--- config.mk ---
export PLATFORM = sky130hd
export DESIGN_NAME = sampling_rate_ctrl
export DESIGN_NICKNAME = d
export VERILOG_FILES = /design/src/rtl/ddsfg_pkg.sv /design/src/rtl/btn_debounce.sv /design/src/rtl/sampling_rate_ctrl.sv
export SDC_FILE = /design/constraint.sdc
export NUM_CORES = 1
export LEC_CHECK = 0
export BUFFER_PORTS_ARGS = -buffer_cell sky130_fd_sc_hd__buf_2
export CORE_MARGIN = 4
export CORE_UTILIZATION = 30
export DETAILED_ROUTE_END_ITERATION = 8
export PLACE_DENSITY = 0.42
export SYNTH_ARGS = -nofsm -noshare
export SYNTH_HDL_FRONTEND = slang
export SYNTH_SLANG_ARGS = --single-unit
export TNS_END_PERCENT = 10
--- constraint.sdc ---
create_clock -name Fg_clk -period 2.68 [get_ports Fg_clk]
set_input_delay 0.67 -clock Fg_clk [delete_from_list [all_inputs] [get_ports Fg_clk]]
set_output_delay 0.67 -clock Fg_clk [all_outputs]
set_load 0.05 [all_outputs]
--- src/rtl/ddsfg_pkg.sv ---
// Shared defaults and encodings for the DDS function generator rate control.
// Holds the default divisor table (entry k at bits [k*CNT_W +: CNT_W]) and the direction encoding.
package ddsfg_pkg;

  localparam int NUM_MODES_DEF = 5;
  localparam int MODE_W_DEF    = 3;
  localparam int CNT_W_DEF     = 15;

  localparam logic [NUM_MODES_DEF*CNT_W_DEF-1:0] DIV_TABLE_DEF =
    {15'd10000, 15'd1000, 15'd100, 15'd10, 15'd0};

  typedef enum logic {
    DIR_DN = 1'b0,
    DIR_UP = 1'b1
  } dir_e;

  typedef struct packed {
    logic vld;
    dir_e dir;
  } pend_t;

endpackage

--- src/rtl/btn_debounce.sv ---
// Push-button conditioner: 2-flop synchroniser, stability filter, one-cycle rise pulse.
// Pin-to-pulse latency is 2+DEB_CYCLES cycles; there is no backpressure.
module btn_debounce #(
  parameter int DEB_CYCLES = 4
) (
  input  logic clk,
  input  logic resetn,
  input  logic pin,
  output logic rise
);

  localparam int SW = $clog2(DEB_CYCLES + 1);
  localparam logic [SW-1:0] STAB_LAST = SW'(DEB_CYCLES - 1);

  logic [1:0]    sync;
  logic          level;
  logic [SW-1:0] stab;

  // stab counts consecutive synchronised samples that disagree with the accepted level
  always_ff @(posedge clk) begin
    if (!resetn) begin
      sync  <= '0;
      level <= 1'b0;
      stab  <= '0;
      rise  <= 1'b0;
    end else begin
      sync <= {sync[0], pin};
      rise <= 1'b0;
      if (sync[1] == level) begin
        stab <= '0;
      end else if (stab == STAB_LAST) begin
        level <= sync[1];
        stab  <= '0;
        rise  <= sync[1];
      end else begin
        stab <= stab + 1'b1;
      end
    end
  end

endmodule

--- src/rtl/sampling_rate_ctrl.sv ---
// Sample-rate controller: start-up Ready pulse, table-driven Enable divider, button-stepped Mode.
// Enable period is D+1 cycles; Hold freezes the divider, and queued mode steps apply on the next Enable.
module sampling_rate_ctrl
  import ddsfg_pkg::*;
#(
  parameter int NUM_MODES  = NUM_MODES_DEF,
  parameter int MODE_W     = MODE_W_DEF,
  parameter int CNT_W      = CNT_W_DEF,
  parameter logic [NUM_MODES*CNT_W-1:0] DIV_TABLE = DIV_TABLE_DEF,
  parameter int INIT_MODE  = 0,
  parameter int READY_DLY  = 78,
  parameter int DEB_CYCLES = 4
) (
  input  logic              Fg_clk,
  input  logic              Resetn,
  input  logic              BtnUp,
  input  logic              BtnDown,
  input  logic              Hold,
  output logic              Ready,
  output logic              Enable,
  output logic [MODE_W-1:0] Mode,
  output logic              ModeChg
);

  if (NUM_MODES < 2 || (1 << MODE_W) < NUM_MODES || INIT_MODE >= NUM_MODES ||
      READY_DLY >= 254 || DEB_CYCLES < 1) begin : g_param_err
    $error("sampling_rate_ctrl: illegal parameter set");
  end

  localparam logic [7:0] RDY_LAST = 8'(READY_DLY);
  localparam logic [7:0] RDY_SAT  = 8'(READY_DLY + 1);

  logic [7:0]       rcount;
  logic             armed;
  logic [CNT_W-1:0] count;
  logic [CNT_W-1:0] div_d;
  logic [CNT_W-1:0] div_tab [NUM_MODES];
  logic             req_up;
  logic             req_dn;
  logic             apply;
  pend_t            pend;

  for (genvar k = 0; k < NUM_MODES; k++) begin : g_tab
    assign div_tab[k] = DIV_TABLE[k*CNT_W +: CNT_W];
  end

  assign div_d = div_tab[Mode];
  assign apply = Enable & pend.vld;

  function automatic logic [MODE_W-1:0] step_mode(input logic [MODE_W-1:0] m, input dir_e dir);
    logic [MODE_W-1:0] last;
    last = MODE_W'(NUM_MODES - 1);
    if (dir == DIR_UP) step_mode = (m == last) ? '0 : m + 1'b1;
    else               step_mode = (m == '0) ? last : m - 1'b1;
  endfunction

  btn_debounce #(.DEB_CYCLES(DEB_CYCLES)) u_deb_up (
    .clk    (Fg_clk),
    .resetn (Resetn),
    .pin    (BtnUp),
    .rise   (req_up)
  );

  btn_debounce #(.DEB_CYCLES(DEB_CYCLES)) u_deb_dn (
    .clk    (Fg_clk),
    .resetn (Resetn),
    .pin    (BtnDown),
    .rise   (req_dn)
  );

  // rcount saturates one past READY_DLY, so the Ready compare can only hit once per reset
  always_ff @(posedge Fg_clk) begin
    if (!Resetn) begin
      rcount <= '0;
      Ready  <= 1'b0;
      armed  <= 1'b0;
    end else begin
      Ready <= (rcount == RDY_LAST);
      if (rcount != RDY_SAT) rcount <= rcount + 1'b1;
      if (rcount == RDY_LAST) armed <= 1'b1;
    end
  end

  always_ff @(posedge Fg_clk) begin
    if (!Resetn) begin
      count   <= '0;
      Enable  <= 1'b0;
      Mode    <= MODE_W'(INIT_MODE);
      ModeChg <= 1'b0;
      pend    <= '0;
    end else begin
      ModeChg <= 1'b0;
      // a mode step restarts the divider so the new period is measured from the change
      if (apply) begin
        Mode    <= step_mode(Mode, pend.dir);
        ModeChg <= 1'b1;
        count   <= '0;
        Enable  <= 1'b0;
      end else if (!armed || Hold) begin
        Enable <= 1'b0;
      end else if (div_d == '0) begin
        Enable <= 1'b1;
      end else if (count == div_d) begin
        count  <= '0;
        Enable <= 1'b1;
      end else begin
        count  <= count + 1'b1;
        Enable <= 1'b0;
      end

      // simultaneous up and down requests cancel; a fresh request outlives a same-cycle apply
      if (req_up ^ req_dn) begin
        pend.vld <= 1'b1;
        pend.dir <= req_up ? DIR_UP : DIR_DN;
      end else if (apply) begin
        pend.vld <= 1'b0;
      end
    end
  end

endmodule

==> results of run 1 <==
==> stage by stage <==
stage / hold slack (ns) / util / std cells / power (mW) / area (µm²)
2_1_floorplan: 0.399 / - / 257 / 0.734 / 2330
3_3_place_gp: 0.415 / 0.332 / 359 / 0.745 / 2460
3_5_place_dp: 0.411 / 0.332 / 359 / 0.745 / 2460
4_1_cts: 0.426 / 0.347 / 367 / 1.29 / 2570
5_1_grt: 0.460 / 0.347 / 367 / 1.32 / 2570
6_report: 0.423 / 0.347 / 367 / 1.27 / 2570
==> layout make-up <==
cell class                 count  area, µm²
clock buffer                   5       68.8
timing repair buffer          13       72.6
sequential                    46        921
clock inverter                 3       43.8
fill                         766       4840
multi-input combinational    188       1290
inverter                      13       48.8
tap                           99        124
==> state kept, by name, summed over array words and instances (netlist names), 2 cells and up <==
| name | flops |
|---|---|
| Mode | 3 |
| u_deb_up.stab | 3 |
| u_deb_up.sync | 2 |
| u_deb_dn.stab | 3 |
| pend | 2 |
| u_deb_dn.sync | 2 |
| count | 15 |
| rcount | 8 |
==> kinds of logic (layout without fill, tap and decap cells) <==
kind of cell	Yosys count	count (layout)	synth area share
flip-flops	46	46	0.395
buffers and inverters	23	34	0.0510
adder cells (fa/ha/maj)	16	16	0.0849
AND/OR/NAND/NOR	113	113	0.274
AO/OA/AOI/OAI	38	38	0.113
multiplexers	4	4	0.0172
XOR/XNOR	17	17	0.0639
==> critical path, stage by stage (launching register included) <==
cell,delay (ns)
dfxtp_1,0.48
inv_1,0.15
ha_1,0.23
or4_1,0.49
a311oi_2,0.32
and3_1,0.48
nor4_1,0.11
==> path summary, 6_finish.rpt <==
| check | start | endpoint | depth (start not counted) |
|---|---|---|---|
| min | u_deb_up.stab[0]$_SDFF_PP0_ | u_deb_up.stab[0]$_SDFF_PP0_ | 1 |
| max reg2reg | Mode[1]$_SDFFE_PN0P_ | count[4]$_SDFFE_PP0P_ | 6 |
| max | Mode[1]$_SDFFE_PN0P_ | count[4]$_SDFFE_PP0P_ | 6 |
| min reg2reg | u_deb_up.stab[0]$_SDFF_PP0_ | u_deb_up.stab[0]$_SDFF_PP0_ | 1 |
==> metal layers <==
layer | global-route usage | routed length, µm | vias to the layer above
met5 | 0 | 0 | -
li1 | - | - | 927
met1 | 0.143 | 2370 | 804
met3 | 0.0305 | 124 | 6
met4 | 0.0427 | 42 | 0
met2 | 0.184 | 2190 | 16
==> where the power goes <==
group / switching (mW) / total, mW / internal, mW
Sequential: 0.00626 / 0.697 / 0.690
Combinational: 0.0190 / 0.0324 / 0.0135
Clock: 0.257 / 0.537 / 0.280
Total: 0.282 / 1.27 / 0.984
==> layout by cell type (no fill, tap or decap), types with 4 or more instances in the layout <==
cell	Yosys	layout
nand3_1	12	12
o21ai_0	12	12
nor3_1	13	13
mux2i_1	4	4
xnor2_1	15	15
inv_1	12	12
buf_2	1	10
clkbuf_8	1	5
nand4_1	6	6
nor4_1	7	7
and3_1	5	5
nand2_1	18	18
a31oi_1	5	5
ha_1	15	15
dfxtp_1	46	46
and2_1	8	8
nor2_1	18	18
==> metrics.yaml, run 1 <==
status:
  status: "finished, final reports clean"
detailed_routing:
  detail_route.first_pass.iterations: 4
  drc: 0
  wl_per_cell_um: 12.9
  first_iter_violations: 37
  vias: 1753
  drtAntennaViolNets: 0
  drt_wl_total_mm: 4.73
  via_per_inst: 4.78
clock_network:
  path_clk_slew_ns: 0.09
  cts_resized: 0
  cts-hold-fix-buffers: 0
  clock-sinks: 46
  cts_buffer_depth: 2
  worstSkewPairLatency_ns: 0.31
  cts_made_buffers: 5
  cts_tree: "built"
  root_buffer: "clkbuf_8"
  htreeDepth: 2
  post_cts_buffers: 0
grt:
  grt_pass1_wl_mm: 8.07
  antenna_found_initial: 0
  grt_pass1_vias: 1637
  grt_max_degree: 24
  overflow: 0
  grtUsageTotal: 0.113
logic_synthesis:
  netlist_top_cells_count: "dfxtp_1, nand2_1, nor2_1"
  syn_nets: 277
  netlist_top_cells_area: "dfxtp_1, ha_1, xnor2_1"
  synthFlopType: "dfxtp_1"
  synthDistinctLibCells: 56
  ys_seq_area_frac: 0.395
  synth_cells: 257
  synth.avg_cell_area_um2: 9.07
  ys_async_sr_fraction: 0
  synth_edf_count: 0
  yosys_register_bits: 46
  syn_area_um2: 2330
  yosysWarnings: 0
  synth_top_area_frac: 0.395
  yosysMostFrequentCell: "dfxtp_1"
  synth.largest_area_cell: "dfxtp_1"
sta:
  layout_min_cycle_time_ns: 2.39
  setup_slack_ns: 0.289
  skew_ns: 0.00761
  tns_ns: 0
  rsz0062_at_grt: "false"
  slew_headroom: 0.607
  tightest_slew_ns: 0.588
  slew_viol_final: 0
  post-route-period-util: 0.892
  hold_violations: 0
  finalSetupViolCount: 0
  fmax_mhz: 418
power_and_ir_drop:
  powerDensity_nw_per_um2: 493
  vdd_drop_max_mv: 0.256
  p_leak_nw: 0.932
worst_setup_path:
  critPathLaunchType: "flop"
  path_class: "flop to flop"
  regToRegSetupSlack_ns: 0.29
  endpoint_kind: "flop"
  worstPathMaxFanout: 9
  crit_arrival_ns: 2.56
  required_ns: 2.85
floorplanning:
  dieArea_um2: 9240
  start_util: 0.314
  dieWidth_um: 96.1
  rows: 31
  io_pins: 11
  coreArea_um2: 7410
  fp.dieH_um: 96.1
cells_and_area:
  area_delta_synth_final_pct: 10.3
  nets: 287
  drive_above_1_share: 0.138
  antennaDiodeCount: 0
job:
  drv_cap: 0
placed_design:
  numPortBuffers: 10
  gp_congestion: 0.739
  post-dp-hpwl_mm: 3.34
  dp_slack_ns: 0.316
hold_path:
  hold_path.class: "flop to flop"
Note: power is estimated with default switching activity, not from simulation.
==> inputs of run 2 (changes only) <==
- SYNTH_HIERARCHICAL: unset -> 1
==> run 2 against run 1 <==
Utilization shrank 0.30 points; power grew 0.85%; count of clock-buffer cells in the layout unchanged; design area grew 4.5%; sequential cell count did not move; critical endpoint is now count[13]$_SDFFE_PP0P_; global-route usage down 0.64 points; sequential power barely moved; non-clock buffer count rose by 1; synthesized cell count did not move.
==> metrics.yaml, run 2 <==
status:
  status: "finished, final reports clean"  # unchanged
logic_synthesis:
  synth.avg_cell_area_um2: 9.46  # was 9.07 µm²
  synthFlopType: "dfxtp_1"  # unchanged
  yosys_register_bits: 46  # unchanged
  synth_top_area_frac: 0.379  # was 0.395
  synth_cells: 257  # unchanged
  ys_seq_area_frac: 0.379  # was 0.395
  syn_area_um2: 2430  # was 2330 µm²
  ys_async_sr_fraction: 0  # unchanged
  netlist_top_cells_count: "dfxtp_1, nand2_1, ha_1, nand3_1"  # was dfxtp_1, nand2_1, nor2_1
  yosysWarnings: 6  # was 0
  netlist_top_cells_area: "dfxtp_1, ha_1, xnor2_1"  # unchanged
  yosysMostFrequentCell: "dfxtp_1"  # unchanged
  synth.largest_area_cell: "dfxtp_1"  # unchanged
  synth_edf_count: 0  # unchanged
  synthDistinctLibCells: 53  # was 56
  syn_nets: 277  # unchanged
grt:
  grt_pass1_vias: 1679  # was 1,637
  grt_pass1_wl_mm: 8.40  # was 8.07 mm
  grtUsageTotal: 0.107  # was 0.113
  grt_max_degree: 30  # was 24
  antenna_found_initial: 0  # unchanged
  overflow: 0  # unchanged
cells_and_area:
  drive_above_1_share: 0.169  # was 0.138
  final_cell_mix: "dfxtp_1, nand2_1, nand3_1, ha_1"  # was dfxtp_1, nor2_1, nand2_1
  layout_commonest_cell: "dfxtp_1"  # unchanged
  reg_top3: "count (15), rcount (8)"  # unchanged
  area_delta_synth_final_pct: 10.3  # about the same
  top_register: "count"  # unchanged
  nets: 286  # was 287
  antennaDiodeCount: 0  # unchanged
  largest_reg_flops: 15  # unchanged
floorplanning:
  dieArea_um2: 9610  # was 9240 µm²
  coreArea_um2: 7810  # was 7410 µm²
  dieWidth_um: 98.0  # was 96.1 µm
  rows: 32  # was 31
  start_util: 0.312  # was 0.314
  fp.dieH_um: 98.0  # was 96.1 µm
  io_pins: 11  # unchanged
hold_path:
  hp-start: "u_deb_dn/stab[0]$_SDFF_PP0_"  # was u_deb_up.stab[0]$_SDFF_PP0_
  hold_path.class: "flop to flop"  # unchanged
  min_to: "u_deb_dn/stab[0]$_SDFF_PP0_"  # was u_deb_up.stab[0]$_SDFF_PP0_
  min_path_cells: 1  # unchanged
worst_setup_path:
  r2r_end: "count[13]$_SDFFE_PP0P_"  # was count[4]$_SDFFE_PP0P_
  regToRegSetupSlack_ns: 0.30  # was 0.29 ns
  required_ns: 2.90  # was 2.85 ns
  critPathLaunchType: "flop"  # unchanged
  path_class: "flop to flop"  # unchanged
  crit_arrival_ns: 2.59  # was 2.56 ns
  r2r_cells: 7  # was 6
  cp_cell_sequence: "inv_1, ha_1, nor4b_2, a21o_1, nor3_1, xnor2_1, a211oi_1"  # was inv_1, ha_1, or4_1, a311oi_2, and3_1, nor4_1
  slowest_delay_ns: 0.57  # was 0.49 ns
  endpoint_kind: "flop"  # unchanged
  reg2reg_from: "Mode[0]$_SDFFE_PN0P_"  # was Mode[1]$_SDFFE_PN0P_
  crit_slowest_cell: "a21o_1"  # was or4_1
  worstPathMaxFanout: 20  # was 9
power_and_ir_drop:
  internal_power_mw: 0.985  # was 0.984 mW
  combPwrFrac: 0.027  # was 0.026
  powerDensity_nw_per_um2: 476  # was 493 nW/µm²
  pwr-share-clk: 0.427  # was 0.424
  switchingPower_mw: 0.292  # was 0.282 mW
  p_leak_nw: 0.966  # was 0.932 nW
  swShare: 0.228  # was 0.223
  power_frac_seq: 0.546  # was 0.550
  vdd_drop_max_mv: 0.217  # was 0.256 mV
sta:
  post-route-period-util: 0.887  # was 0.892
  tightest_slew_ns: 0.727  # was 0.588 ns
  layout_min_cycle_time_ns: 2.38  # was 2.39 ns
  hold_violations: 0  # unchanged
  slew_viol_final: 0  # unchanged
  rsz0062_at_grt: "false"  # unchanged
  setup_slack_ns: 0.302  # was 0.289 ns
  slew_headroom: 0.515  # was 0.607
  finalSetupViolCount: 0  # unchanged
  tns_ns: 0  # unchanged
  skew_ns: 0.00673  # was 0.00761 ns
  fmax_mhz: 421  # was 418 MHz
clock_network:
  root_buffer: "clkbuf_8"  # unchanged
  post_cts_buffers: 0  # unchanged
  cts_resized: 0  # unchanged
  cts_tree: "built"  # unchanged
  worstSkewPairLatency_ns: 0.31  # about the same
  clock-sinks: 46  # unchanged
  cts-hold-fix-buffers: 0  # unchanged
  htreeDepth: 2  # unchanged
  cts_buffer_depth: 2  # unchanged
  cts_made_buffers: 5  # unchanged
  path_clk_slew_ns: 0.10  # was 0.09 ns
placed_design:
  numPortBuffers: 10  # unchanged
  gp_congestion: 0.746  # was 0.739
  dp_slack_ns: 0.291  # was 0.316 ns
  post-dp-hpwl_mm: 3.34  # about the same
detailed_routing:
  drc: 0  # unchanged
  drt_wl_total_mm: 4.90  # was 4.73 mm
  wl_per_cell_um: 13.3  # was 12.9 µm
  first_iter_violations: 75  # was 37
  drtAntennaViolNets: 0  # unchanged
  via_per_inst: 5.00  # was 4.78
  detail_route.first_pass.iterations: 4  # unchanged
  vias: 1844  # was 1,753
job:
  drv_cap: 0  # unchanged
==> run 2: worst max-delay path by stage <==
stage / startpoint / depth (start not counted) / slack (ns) / to
4_1_cts: Mode[0]$_SDFFE_PN0P_ / 7 / 0.29 / count[13]$_SDFFE_PP0P_
6_report: Mode[0]$_SDFFE_PN0P_ / 7 / 0.30 / count[13]$_SDFFE_PP0P_
2_1_floorplan: Mode[1]$_SDFFE_PN0P_ / 9 / 0.25 / count[9]$_SDFFE_PP0P_
5_1_grt: Mode[0]$_SDFFE_PN0P_ / 7 / 0.03 / count[13]$_SDFFE_PP0P_
3_3_place_gp: Mode[0]$_SDFFE_PN0P_ / 7 / 0.36 / count[13]$_SDFFE_PP0P_
3_5_place_dp: Mode[0]$_SDFFE_PN0P_ / 7 / 0.29 / count[13]$_SDFFE_PP0P_
==> run 2: through the flow <==
| step | hold slack, ns | instance area, µm² | utilization | power (mW) | instances |
|---|---|---|---|---|---|
| 6_report | 0.439 | 2680 | 0.344 | 1.28 | 369 |
| 3_5_place_dp | 0.418 | 2570 | 0.329 | 0.749 | 361 |
| 2_1_floorplan | 0.408 | 2430 | - | 0.736 | 257 |
| 3_3_place_gp | 0.414 | 2570 | 0.329 | 0.749 | 361 |
| 5_1_grt | 0.456 | 2680 | 0.344 | 1.34 | 369 |
| 4_1_cts | 0.445 | 2680 | 0.344 | 1.30 | 369 |
==> run 2: per-layer routing <==
metal  vias to the layer above  global-route usage  routed length [µm]
li1                        960                   -                   -
met1                       859               0.147                2450
met2                        16               0.162                2210
met3                         9              0.0250                 136
met4                         0              0.0447                 102
met5                         -                   0                   0
==> run 2: worst max-delay path: cells and delay by family, from the launching register on <==
family          cells  cell delay (ns)
compound gates      2             0.76
flops               1             0.49
simple gates        2             0.46
fa+ha+maj           1             0.28
xor+xnor            1             0.15
buf+inv             1             0.13
==> run 2: cells by family after synthesis <==
group | count (synthesis) | synth area share
compound gates | 51 | 0.169
buf+inv | 21 | 0.0422
mux | 2 | 0.00823
xor+xnor | 14 | 0.0504
simple gates | 107 | 0.270
flops | 46 | 0.379
fa+ha+maj | 16 | 0.0813
==> run 2: power groups by stage <==
| stage | sequential, mW | clock, mW | combinational (mW) |
|---|---|---|---|
| floorplan | 0.711 | 0 | 0.0242 |
| global placement | 0.713 | 0 | 0.0361 |
| detailed placement | 0.713 | 0 | 0.0356 |
| CTS | 0.697 | 0.571 | 0.0356 |
| global route | 0.699 | 0.596 | 0.0402 |
| finish | 0.697 | 0.545 | 0.0350 |
==> run 2: area by class of cell <==
type | instances | area [µm²]
Clock inverter | 3 | 43.8
Inverter | 9 | 33.8
Multi-Input combinational cell | 190 | 1410
Timing Repair Buffer | 14 | 80.1
Tap cell | 102 | 128
Fill cell | 818 | 5120
Clock buffer | 5 | 68.8
Sequential cell | 46 | 921
